===== config.mk =====
export PLATFORM = sky130hd
export DESIGN_NAME = mult_seq
export DESIGN_NICKNAME = d
export VERILOG_FILES = /design/src/rtl/mult_seq.sv
export SDC_FILE = /design/constraint.sdc
export NUM_CORES = 1
export LEC_CHECK = 0
export ABC_AREA = 1
export CORE_MARGIN = 5
export CORE_UTILIZATION = 25
export CTS_BUF_LIST = sky130_fd_sc_hd__clkbuf_8
export DETAILED_ROUTE_END_ITERATION = 16
export PLACE_DENSITY = 0.45
export SLEW_MARGIN = 20
export SYNTH_ARGS = -nofsm -noshare
export SYNTH_HDL_FRONTEND = slang
export SYNTH_SLANG_ARGS = --single-unit

===== constraint.sdc =====
create_clock -name clk -period 4 [get_ports clk]
set_clock_uncertainty 0.15 [all_clocks]
set_input_delay 0.4 -clock clk [delete_from_list [all_inputs] [get_ports clk]]
set_output_delay 0.4 -clock clk [all_outputs]
set_load 0.01 [all_outputs]

===== src/rtl/mult_seq.sv =====
// mult_seq: sequential multiplier that retires one 2-bit multiplier digit per cycle.
// Signed operands are reduced to magnitudes up front and the sign is reapplied when the result is stored.
module mult_seq #(
  parameter int WIDTH = 8,
  localparam int DIGITS = WIDTH / 2
) (
  input  logic               clk,
  input  logic               rst_n,
  input  logic [WIDTH-1:0]   A,
  input  logic [WIDTH-1:0]   B,
  input  logic               signed_mode,
  input  logic               in_valid,
  output logic               in_ready,
  input  logic               abort,
  output logic [2*WIDTH-1:0] out,
  output logic               out_valid,
  input  logic               out_ready,
  output logic               busy
);
  localparam int PW = 2 * WIDTH;
  localparam int KW = $clog2(DIGITS);
  typedef enum logic [1:0] {IDLE, RUN, DONE} state_t;
  state_t state_q, state_d;
  logic [PW-1:0] a_q, a_d, acc_q, acc_d, out_q, out_d, part, sum;
  logic [WIDTH-1:0] b_q, b_d, a_mag, b_mag;
  logic [KW-1:0] k_q, k_d;
  logic neg_q, neg_d, sm_q, sm_d, ov_q, ov_d, last;
  // -2^(WIDTH-1) negates to itself, which read as unsigned is the correct magnitude
  assign a_mag = (signed_mode && A[WIDTH-1]) ? -A : A;
  assign b_mag = (signed_mode && B[WIDTH-1]) ? -B : B;
  // a_q is pre-shifted by 2k and b_q holds the remaining digits in its low bits
  assign part = (b_q[0] ? a_q : '0) + (b_q[1] ? a_q << 1 : '0);
  assign sum = acc_q + part;
  assign last = k_q == KW'(DIGITS - 1);
  assign in_ready = state_q == IDLE;
  assign busy = state_q != IDLE;
  assign out = out_q;
  assign out_valid = ov_q;
  always_comb begin
    state_d = state_q;
    a_d = a_q;
    b_d = b_q;
    acc_d = acc_q;
    k_d = k_q;
    neg_d = neg_q;
    sm_d = sm_q;
    out_d = out_q;
    ov_d = ov_q;
    case (state_q)
      IDLE: if (in_valid && !abort) begin
        state_d = RUN;
        a_d = {{WIDTH{1'b0}}, a_mag};
        b_d = b_mag;
        neg_d = signed_mode && (A[WIDTH-1] ^ B[WIDTH-1]);
        sm_d = signed_mode;
        acc_d = '0;
        k_d = '0;
      end
      RUN: if (abort) begin
        state_d = IDLE;
        acc_d = '0;
      end else begin
        acc_d = sum;
        a_d = a_q << 2;
        b_d = b_q >> 2;
        k_d = k_q + 1'b1;
        if (last) begin
          state_d = DONE;
          ov_d = 1'b1;
          out_d = (sm_q && neg_q) ? -sum : sum;
        end
      end
      DONE: if (abort || out_ready) begin
        state_d = IDLE;
        ov_d = 1'b0;
        acc_d = abort ? '0 : acc_q;
      end
      default: state_d = IDLE;
    endcase
  end
  always_ff @(posedge clk or negedge rst_n) begin
    if (!rst_n) begin
      state_q <= IDLE;
      a_q <= '0;
      b_q <= '0;
      acc_q <= '0;
      k_q <= '0;
      neg_q <= 1'b0;
      sm_q <= 1'b0;
      out_q <= '0;
      ov_q <= 1'b0;
    end else begin
      state_q <= state_d;
      a_q <= a_d;
      b_q <= b_d;
      acc_q <= acc_d;
      k_q <= k_d;
      neg_q <= neg_d;
      sm_q <= sm_d;
      out_q <= out_d;
      ov_q <= ov_d;
    end
  end
endmodule


# Yosys cells after proc, flatten, opt, wreduce, memory -nomap -nowiden

Cells that the tools add are included.

Flip-flop bits (word level): 63
Bits of input ports: 22
Logic and storage cells: 72

Add/sub/neg operators: 6
Equal/unequal tests: 9
Multiplexer cells: 28
Bitwise gates (word level): 2
Reduce and logical (&&, ||, !) cells: 18

Operators with widths:

| operator                                                                 | count |
|---|---|
| 16-bit 2-to-1 mux                                                        | 9 |
| 16-bit case mux with 3 select lines                                      | 1 |
| 16-bit adder                                                             | 2 |
| 8-bit 2-to-1 mux                                                         | 4 |
| 16-bit case mux with 2 select lines                                      | 1 |
| 16-bit negator                                                           | 1 |
| 8-bit negator                                                            | 2 |
| 8-bit case mux with 2 select lines                                       | 1 |
| 2-bit 2-to-1 mux                                                         | 6 |
| 3-bit AND reduction                                                      | 3 |
| 2-bit inequality test (second input constant)                            | 4 |
| 4-bit AND reduction                                                      | 2 |
| 2-bit case mux with 3 select lines                                       | 1 |
| 2-bit nonzero test                                                       | 3 |
| 1-bit logical AND                                                        | 5 |
| 2-bit equality test (second input constant)                              | 2 |
| 2-bit case mux with 2 select lines                                       | 1 |
| 1-bit 2-to-1 mux                                                         | 3 |
| 3-bit inequality test (second input constant)                            | 1 |
| 3-bit nonzero test                                                       | 1 |
| 2-bit by 1-bit adder with 2-bit output (second input constant)           | 1 |
| 2-bit by 1-bit equality test with 1-bit output (second input constant)   | 1 |
| 2-bit zero test                                                          | 1 |
| 2-bit by 1-bit inequality test with 1-bit output (second input constant) | 1 |
| other kinds (6)                                                          | 6 |

# Logic depth before layout (Yosys ltp)

Gate-level depths: netlist (run 1).

Word-level depth: 5
Depth in mapped cells: 22
Gate-level depth less buffers: 20

# Worst setup path after synthesis (run 1)

No wires, ideal clock.

Kind: register to register
Start: reg b_q[1]
End: reg out_q[14] (netlist: out[14])
Setup time: 119 ps
Arrival: 3008 ps
Setup slack: 723 ps
Stages on the path, launching flop included: 17
Buffers on the path: 2
Clock period less this slack: 3277 ps
Cell sequence: dfrtp_1 -> clkbuf_1 -> clkbuf_1 -> nand2_1 -> inv_1 -> fa_1 -> ha_1 -> fa_1 -> xor2_1 -> nor2_1 -> nand3_1 -> nor2_1 -> nand3_2 -> o21ai_4 -> nand4_1 -> nand3_1 -> nand2_1

Cells in the longest elaborated chain, start to end: 5

Ends and longest elaborated chain:

| element                | line | source |
|---|---|---|
| start, declared        | 25   | `logic [WIDTH-1:0] b_q, b_d, a_mag, b_mag;` |
| start signal, assigned | 85   | `b_q <= '0;` |
| start signal, assigned | 95   | `b_q <= b_d;` |
| 16-bit 2-to-1 mux (*)  | 32   | `assign part = (b_q[0] ? a_q : '0) + (b_q[1] ? a_q << 1 : '0);` |
| 16-bit adder (*)       | 32   |  |
| 16-bit adder (*)       | 33   | `assign sum = acc_q + part;` |
| 16-bit negator         | 70   | `out_d = (sm_q && neg_q) ? -sum : sum;` |
| 16-bit 2-to-1 mux (*)  | 70   |  |
| end signal, assigned   | 100  | `out_q <= out_d;` |
| end, declared          | 24   | `logic [PW-1:0] a_q, a_d, acc_q, acc_d, out_q, out_d, part, sum;` |

Mark *: on every way between the ends. The rest lies on a longest branch, timed or not.
A chain may end at the register's enable or synchronous reset.

# Final worst setup path (run 1)

Start: reg b_q[0]
End: reg out_q[14] (netlist: out[14])

The elaborated chain is that of the path after synthesis.

==> summary.txt, run 1 <==
Status
  • Outcome: completed

STA
  • Least-Margin Pin Slew: ~950 ps
  • Slew headroom: between 30 and 40%
  • Endpoints failing hold: 0
  • Final period demand of the worst path: roughly 3500 ps
  • Setup WS post-layout: about 460 ps
  • Final Max Tran Viols: 0
  • Setup_tns: 0 ps
  • RSZ-0062 raised after global routing: false
  • Max Freq: around 280 MHz
  • Tcrit/Tclk final: around nine tenths
  • Setup violations, final: 0

CTS
  • CTS Sinks: 63
  • Clk slew on worst S/H paths: around 80 ps
  • Htree depth: 3
  • Hold bufs inserted after CTS: 0
  • Worst skew pair latency: 370 ps
  • Post_cts resized: 0
  • Post-CTS setup buffers: 0
  • CTS tree: done
  • Number of buffers created by CTS: 9
  • Clock root cell: clkbuf_8
  • Largest buffer count on any clock path: 2

Worst setup path
  • FF-to-FF setup slack: about 460 ps
  • RR Endpoint: out[14]
  • Worst setup SP type: register
  • Reg2Reg Launch Point: b_q[0]
  • Worst reg-to-reg path cell count: 14
  • CP max FO: 17
  • Worst setup EP type: register
  • Crit Path Class: register to register
  • Worst Path Arrival: ~3700 ps
  • CP required: 4110 ps

Synthesis
  • Yosys reg bits: 63
  • Yosys top cell area share: between 30% and 40%
  • Area leader, netlist: dfrtp_1
  • Post-synthesis sequential area ratio: between 30% and 40%
  • Synth area leaders: dfrtp_1, nand2_1, o21ai_0, inv_1, fa_1
  • Cell area after synthesis: about 0.0046 mm^2
  • Post-synth cell types: 35
  • Post-Synthesis Net Count: 709
  • Synth Area per Inst: 7.09 um^2
  • Ys Warns: 0
  • Post-synthesis cell count: around 650

Drt
  • Via/cell ratio: around 4.5
  • # DRC: 0
  • Routed Antenna Nets: 0
  • Drt wl/cell: 13.2 um
  • Vias: between 4000 and 5000
  • Drt initial violations: 223
  • First-pass iteration count of the detailed router: 5
  • WL final: between 10 and 15 mm

Die
  • DIE HEIGHT: roughly 150 um
  • Initial core utilization: between 20% and 30%
  • I/O Pins: 41
  • Chip Width: around 150 um
  • Core ar.: approximately 0.018 mm^2
  • Die footprint: between 0.02 and 0.025 mm^2
  • Row Count: just under 50

Power and ir drop
  • Cell internal pwr: just under 2000 uW
  • Sequential Power Share: 27.9%
  • NetSw: between 1500 and 2000 uW
  • Peak VDD IR: slightly above 200 uV
  • Clock power share: about a fifth
  • Sw frac: between 40% and 50%
  • Combinational share of power: between 50% and 60%
  • Static Leak: 0.00295 uW
  • PwrDens: between 600 and 700 mW/mm^2

Global routing
  • Largest net degree at the start of global routing: 42
  • Total GRT Usage: approximately an eighth
  • Grt ovf: 0
  • Vias in the first global route: 4132
  • First-pass GRT wire length: a little over 20 mm
  • Antenna violations before repair: 0

Layout
  • Area Overhead vs Synth: 19.7%
  • Layout cells sized above 1: around 7.0%
  • Multi-input gate area: between 0.002 and 0.003 mm^2
  • Most common cell after layout, fill and taps aside: nand2_1
  • Register area: between 0.0015 and 0.002 mm^2
  • Fillers: approximately 2000
  • Most frequent cells in the layout: nand2_1, inv_1, o21ai_0, dfrtp_1, clkdlybuf4s50_1
  • Antenna Diode Count: 0
  • Post-route insts no fill: roughly 900
  • Nets: 749

Placement
  • Dpl hpwl: between 9 and 10 mm
  • GP Congestion: slightly below 0.9
  • Buffers on Ports: 40
  • Pre-CTS setup slack: around 540 ps
  • # placed instances: 911

Flow run
  • Max cap viols: 0

Min path
  • Hold WC Path Type: primary input to async pin
==> final cells by class <==
type	count	area share (%)
multi-input cells	471	47.1
flip-flops and latches	63	28.4
inverters	102	6.91
well taps	229	5.17
clock inverters	6	1.96
repair buffers	46	7.95
clock buffers	10	2.48
==> through the flow <==
step                hold slack [ps]  utilization [%]  instance area [um^2]  power [uW]
floorplan                     -45.6                -                  4630        2290
global placement                308             29.3                  5300        2850
detailed placement              310             29.3                  5300        2860
CTS                            52.4             30.6                  5540        3580
global route                    102             30.6                  5540        3880
finish                         17.2             30.6                  5540        3520
==> state kept, by name, indices dropped and copies added (netlist names) <==
signal	count
b_q	8
k_q	2
state_q	2
out	16
neg_q	1
sm_q	1
a_q	16
acc_q	16
out_valid	1
==> worst max-delay path, cell delays in order (launching register included) <==
cell,delay (ps)
dfrtp_1,690
nand2_1,100
inv_1,100
fa_1,430
ha_1,270
fa_1,450
xor2_1,210
nor2_1,160
nand3_1,100
nor2_1,150
nand3_2,120
o21ai_4,210
nand4_1,120
nand3_1,100
nand2_1,60
==> routing by layer <==
layer,vias to the layer above,share of wire (%),wire (um),global-route usage [%]
met5,-,0,0,0
met4,0,2.3,284,5.41
met3,15,2.8,338,2.23
met2,68,49,5960,20.2
met1,1963,46,5660,15.0
li1,2146,-,-,-
==> Yosys cell counts, drive strengths merged <==
cell type    n
nor3         4
xor2         9
ha          19
o21ai       78
a21o         1
nand3       36
nor2        36
o22ai        2
and2         1
clkbuf      15
dfrtp       63
o31ai        6
buf          2
nand3b       2
nand2      220
inv        101
a21oi       18
nor4         2
nand4        8
o211ai       2
or2          1
xnor2        8
fa          15
clkinv       1
a31oi        3
==> logic make-up after synthesis <==
| group | count (synthesis) | synth area share (%) |
|---|---|---|
| flops | 63 | 34.0 |
| fa+ha+maj | 34 | 11.6 |
| buf+inv | 119 | 9.67 |
| simple gates | 310 | 28.7 |
| compound gates | 110 | 12.8 |
| xor+xnor | 17 | 3.22 |
==> power groups by stage <==
stage	logic, uW	registers (uW)	clock network (uW)
CTS	1870	985	719
finish	1840	981	702
global route	2120	1010	747
detailed placement	1860	996	0
floorplan	1330	959	0
global placement	1860	990	0
==> how the worst max path moves through the flow <==
stage / endpoint / start / cells after the start
after floorplan: out[14] / b_q[1] / 16
after global placement: out[13] / b_q[0] / 17
after detailed placement: out[14] / b_q[0] / 14
after CTS: out[14] / b_q[0] / 14
after global routing: out[13] / b_q[0] / 17
final: out[14] / b_q[0] / 14
Power figures use the tool's default switching activity.
==> run 2, diff against run 1 <==
Settings changed: MAX_ROUTING_LAYER set to met4.
==> run 2 against run 1 <==
Clock-buffer cell count stayed put. Total power hardly changed. Setup slack worse by 8.4 ps. Sequential power hardly changed. Clock power hardly changed. Die area stayed put. First-iteration DRC count is 7.2% higher. Sequential share of layout area stayed put. Flip-flop and latch count stayed put. Largest cell class unchanged. Highest routed layer unchanged.
==> summary.txt, run 2 (synthesized netlist as in run 1, its figures left out) <==
Die
  • DIE HEIGHT: about 150 um
  • Row Count: 49
  • Chip Width: between 100 and 150 um
  • I/O Pins: 41
  • Die footprint: 0.0213 mm^2
  • Core ar.: roughly 0.018 mm^2
  • Initial core utilization: roughly a quarter

CTS
  • Clock root cell: clkbuf_8
  • CTS tree: done
  • CTS Sinks: 63
  • Worst skew pair latency: roughly 370 ps
  • Post_cts resized: 0
  • Number of buffers created by CTS: 9
  • Largest buffer count on any clock path: 2
  • Clk slew on worst S/H paths: around 80 ps
  • Hold bufs inserted after CTS: 0
  • Htree depth: 3
  • Post-CTS setup buffers: 0

Drt
  • Routed Antenna Nets: 0
  • DR WL met3: 313 um
  • Top Layer Used: met4
  • First-pass iteration count of the detailed router: 5
  • Via/cell ratio: between 4 and 5
  • Met2 WL: between 5 and 6 mm
  • # DRC: 0
  • Drt initial violations: about 240
  • Drt wl/cell: roughly 13 um
  • Vias: 4198
  • WL final: around 12 mm
  • Wl on met1: approximately 5.7 mm

Flow run
  • Max cap viols: 0

Global routing
  • Grt ovf: 0
  • Total GRT Usage: 12.3%
  • Antenna violations before repair: 0
  • First-pass GRT wire length: a little over 20 mm
  • Largest net degree at the start of global routing: 42
  • Vias in the first global route: 4129

Worst setup path
  • CP max FO: 17
  • Worst stage delay on the critical path: ~700 ps
  • CP required: roughly 4000 ps
  • CP max-delay cell: dfrtp_1
  • FF-to-FF setup slack: 450 ps
  • CP Cell Sequence: nand2_1 > inv_1 > fa_1 > ha_1 > fa_1 > xor2_1 > nor2_1 > nand3_1 > nor2_1 > nand3_2 > o21ai_4 > nand4_1 > nand3_1 > nand2_1
  • Worst setup EP type: register
  • Worst Path Arrival: 3660 ps
  • Crit Path Class: register to register
  • Worst setup SP type: register

Status
  • Outcome: completed

Placement
  • Dpl hpwl: 9.46 mm
  • Buffers on Ports: 40
  • Pre-CTS setup slack: approximately 540 ps
  • GP Congestion: just under 0.9

Layout
  • Nets: between 700 and 800
  • Area Overhead vs Synth: 19.7%
  • Layout cells sized above 1: under 10%
  • Most common cell after layout, fill and taps aside: nand2_1
  • Antenna Diode Count: 0
  • Fillers: about 2000
  • Most frequent cells in the layout: nand2_1, inv_1, o21ai_0, dfrtp_1, clkdlybuf4s50_1

STA
  • Setup_tns: 0 ps
  • Max Freq: 282 MHz
  • RSZ-0062 raised after global routing: false
  • Setup WS post-layout: 452 ps
  • Final Max Tran Viols: 0
  • Final period demand of the worst path: roughly 3500 ps
  • Slew headroom: between 30% and 40%
  • Tcrit/Tclk final: 88.7%
  • Least-Margin Pin Slew: between 900 and 1000 ps
  • Endpoints failing hold: 0
  • Setup violations, final: 0

Min path
  • Hold WC Path Type: primary input to async pin

Power and ir drop
  • Static Leak: 0.00295 uW
  • PwrDens: 635 mW/mm^2
  • Peak VDD IR: 202 uV
[run 2: worst paths after layout]
kind,start,to,depth (start not counted)
max reg2reg,b_q[0],out[14],14
max,b_q[0],out[14],14
min,rst_n,sm_q,1
max in group asynchronous,rst_n,out[9],2
min in group clk,sm_q,sm_q,2
min reg2reg,sm_q,sm_q,2
[run 2: metal layers]
| metal | track usage (%) | vias to the layer above |
|---|---|---|
| met3 | 2.05 | 19 |
| met2 | 20.2 | 70 |
| met1 | 15.1 | 1963 |
| met4 | 5.41 | 0 |
| li1 | - | 2146 |
| met5 | - | - |
[run 2: layout make-up]
| class | instances | area, um^2 | area share (%) |
|---|---|---|---|
| Multi-Input combinational cell | 471 | 2610 | 47.1 |
| Sequential cell | 63 | 1580 | 28.4 |
| Timing Repair Buffer | 46 | 440 | 7.95 |
| Inverter | 102 | 383 | 6.91 |
| Tap cell | 229 | 287 | 5.17 |
| Clock buffer | 10 | 138 | 2.48 |
| Clock inverter | 6 | 109 | 1.96 |
[run 2: critical path, delay by kind of cell (launching register included)]
family | cells | cell delay [ps]
fa+ha+maj | 3 | 1150
simple gates | 8 | 910
flops | 1 | 700
xor+xnor | 1 | 210
compound gates | 1 | 210
buf+inv | 1 | 100
[run 2: metrics by stage]
stage | hold slack (ps) | instances | util (%) | instance area (um^2) | power (uW)
floorplan | -45.6 | 653 | - | 4630 | 2290
finish | 20.5 | 927 | 30.6 | 5540 | 3520
CTS | 52.4 | 927 | 30.6 | 5540 | 3580
detailed placement | 310 | 911 | 29.3 | 5300 | 2860
global route | 105 | 927 | 30.6 | 5540 | 3880
global placement | 308 | 911 | 29.3 | 5300 | 2850
[run 2: report_power, final]
group	switching (uW)	internal, uW
clock network	273	428
logic	1120	711
registers	164	816
total	1560	1960
==> run 3, diff against run 2 <==
Settings changed: CAP_MARGIN set to 10, CORE_MARGIN 5 to not set.
==> run 3 against run 2 <==
Setup slack improved by 63 ps. Fmax rose by 1.8%. Total power is 6.2% lower. Global-route usage grew 1.3 points. Largest power group unchanged. Sequential power hardly changed. Clock-buffer cell count down 1. Critical endpoint is now out[13].
==> summary.txt, run 3 (synthesized netlist as in run 1, its figures left out) <==
Status
  • Outcome: completed

Worst setup path
  • Worst setup EP type: register
  • CP max FO: 17
  • Worst setup SP type: register
  • Crit Path Class: register to register
  • CP required: around 4100 ps
  • Worst Path Arrival: 3590 ps

Layout
  • Nets: between 700 and 800
  • Most common cell after layout, fill and taps aside: nand2_1
  • Post-layout util: 30.2%
  • Area Overhead vs Synth: 18.1%
  • Post-route insts no fill: approximately 930
  • Layout cells sized above 1: 7.01%
  • Antenna Diode Count: 0
  • Most frequent cells in the layout: nand2_1, inv_1, o21ai_0, dfrtp_1, clkdlybuf4s50_1
  • Fillers: 1972

CTS
  • Number of buffers created by CTS: 9
  • Post-CTS setup buffers: 0
  • Clock root cell: clkbuf_8
  • CTS Sinks: 63
  • CTS tree: done
  • Clk slew on worst S/H paths: ~70 ps
  • Worst skew pair latency: between 300 and 400 ps
  • Largest buffer count on any clock path: 2
  • Htree depth: 3

STA
  • Setup violations, final: 0
  • Worst hold slack: approximately 330 ps
  • Final Max Tran Viols: 0
  • Least-Margin Pin Slew: roughly 790 ps
  • Max Freq: between 200 and 300 MHz
  • Tcrit/Tclk final: between 80% and 90%
  • RSZ-0062 raised after global routing: false
  • Endpoints failing hold: 0
  • Slew headroom: between 40 and 50%
  • Setup_tns: 0 ps
  • Setup WS post-layout: 515 ps
  • Final period demand of the worst path: about 3500 ps

Drt
  • First-pass iteration count of the detailed router: 4
  • Routed Antenna Nets: 0
  • Drt initial violations: roughly 240
  • WL final: roughly 12 mm
  • Drt wl/cell: 12.8 um
  • Vias: slightly above 4000
  • # DRC: 0
  • Via/cell ratio: about 4.5

Die
  • DIE HEIGHT: between 100 and 150 um
  • I/O Pins: 41
  • Die footprint: 0.0191 mm^2
  • Row Count: a little under 50
  • Initial core utilization: ~26%
  • Chip Width: ~140 um
  • Core ar.: ~0.018 mm^2

Power and ir drop
  • PwrDens: 603 mW/mm^2
  • Static Leak: around 0.0029 uW
  • Peak VDD IR: ~180 uV

Global routing
  • Vias in the first global route: 3998
  • First-pass GRT wire length: ~20 mm
  • Largest net degree at the start of global routing: 34
  • Antenna violations before repair: 0
  • Grt ovf: 0
  • Total GRT Usage: 13.6%

Placement
  • GP Congestion: between 0.8 and 0.9
  • # placed instances: 911
  • Dpl hpwl: 9.21 mm
  • Pre-CTS setup slack: 485 ps
  • Buffers on Ports: 40

Min path
  • Hold WC Path Type: register to register

Flow run
  • Max cap viols: 0
==> run 3: routing by layer <==
layer  track usage (%)  share of wire (%)
met1              16.3                 46
met2              22.8                 48
met3              2.60                4.2
met4              5.20                1.9
met5                 -                  0
==> run 3: path summary, 6_finish.rpt <==
check	from	end	slack, ps	depth (start not counted)
worst max-delay path	b_q[0]	out[13]	520	17
worst min-delay path	out[13]	out[13]	330	2
worst max register to register	b_q[0]	out[13]	520	17
worst min register to register	out[13]	out[13]	330	2
max in group asynchronous	rst_n	a_q[10]	2290	3
min in group asynchronous	rst_n	out[15]	510	2
==> run 3: through the flow <==
| step | cell area (um^2) | total power, uW |
|---|---|---|
| after CTS | 5470 | 3370 |
| after global routing | 5470 | 3650 |
| after detailed placement | 5300 | 2850 |
| after floorplan | 4630 | 2290 |
| final | 5470 | 3300 |
| after global placement | 5300 | 2840 |
==> run 3: worst max-delay path, stage by stage, from the launching register on <==
cell	delay, ps
dfrtp_1	670
nand2_1	100
inv_1	100
fa_1	430
ha_1	270
fa_1	440
inv_1	140
nand3_1	130
nor2_1	120
nand3_1	100
nor2_1	100
nand2_1	70
nand2_2	90
nand2_4	80
nor2_4	150
nand3_1	80
nand3_1	90
nand2_1	60
==> run 3: layout make-up <==
type                       count  area (um^2)  share of cell area [%]
clock inverter                 7         41.3                   0.755
multi-input combinational    471         2610                    47.7
inverter                     102          383                    7.00
tap                          229          287                    5.24
sequential                    63         1580                    28.8
clock buffer                   9          124                    2.26
timing repair buffer          47          450                    8.23
==> run 3: power breakdown <==
part,total (uW),switching (uW),internal (uW)
logic,1830,1120,714
clock network,491,273,218
registers,978,161,816
total,3300,1550,1750
==> run 3: what timing repair did <==
item,CTS,global route
endpoints found under the setup margin,0,0
resized for setup,0,0
hold buffers,1,0
endpoints found under the hold margin,32,0
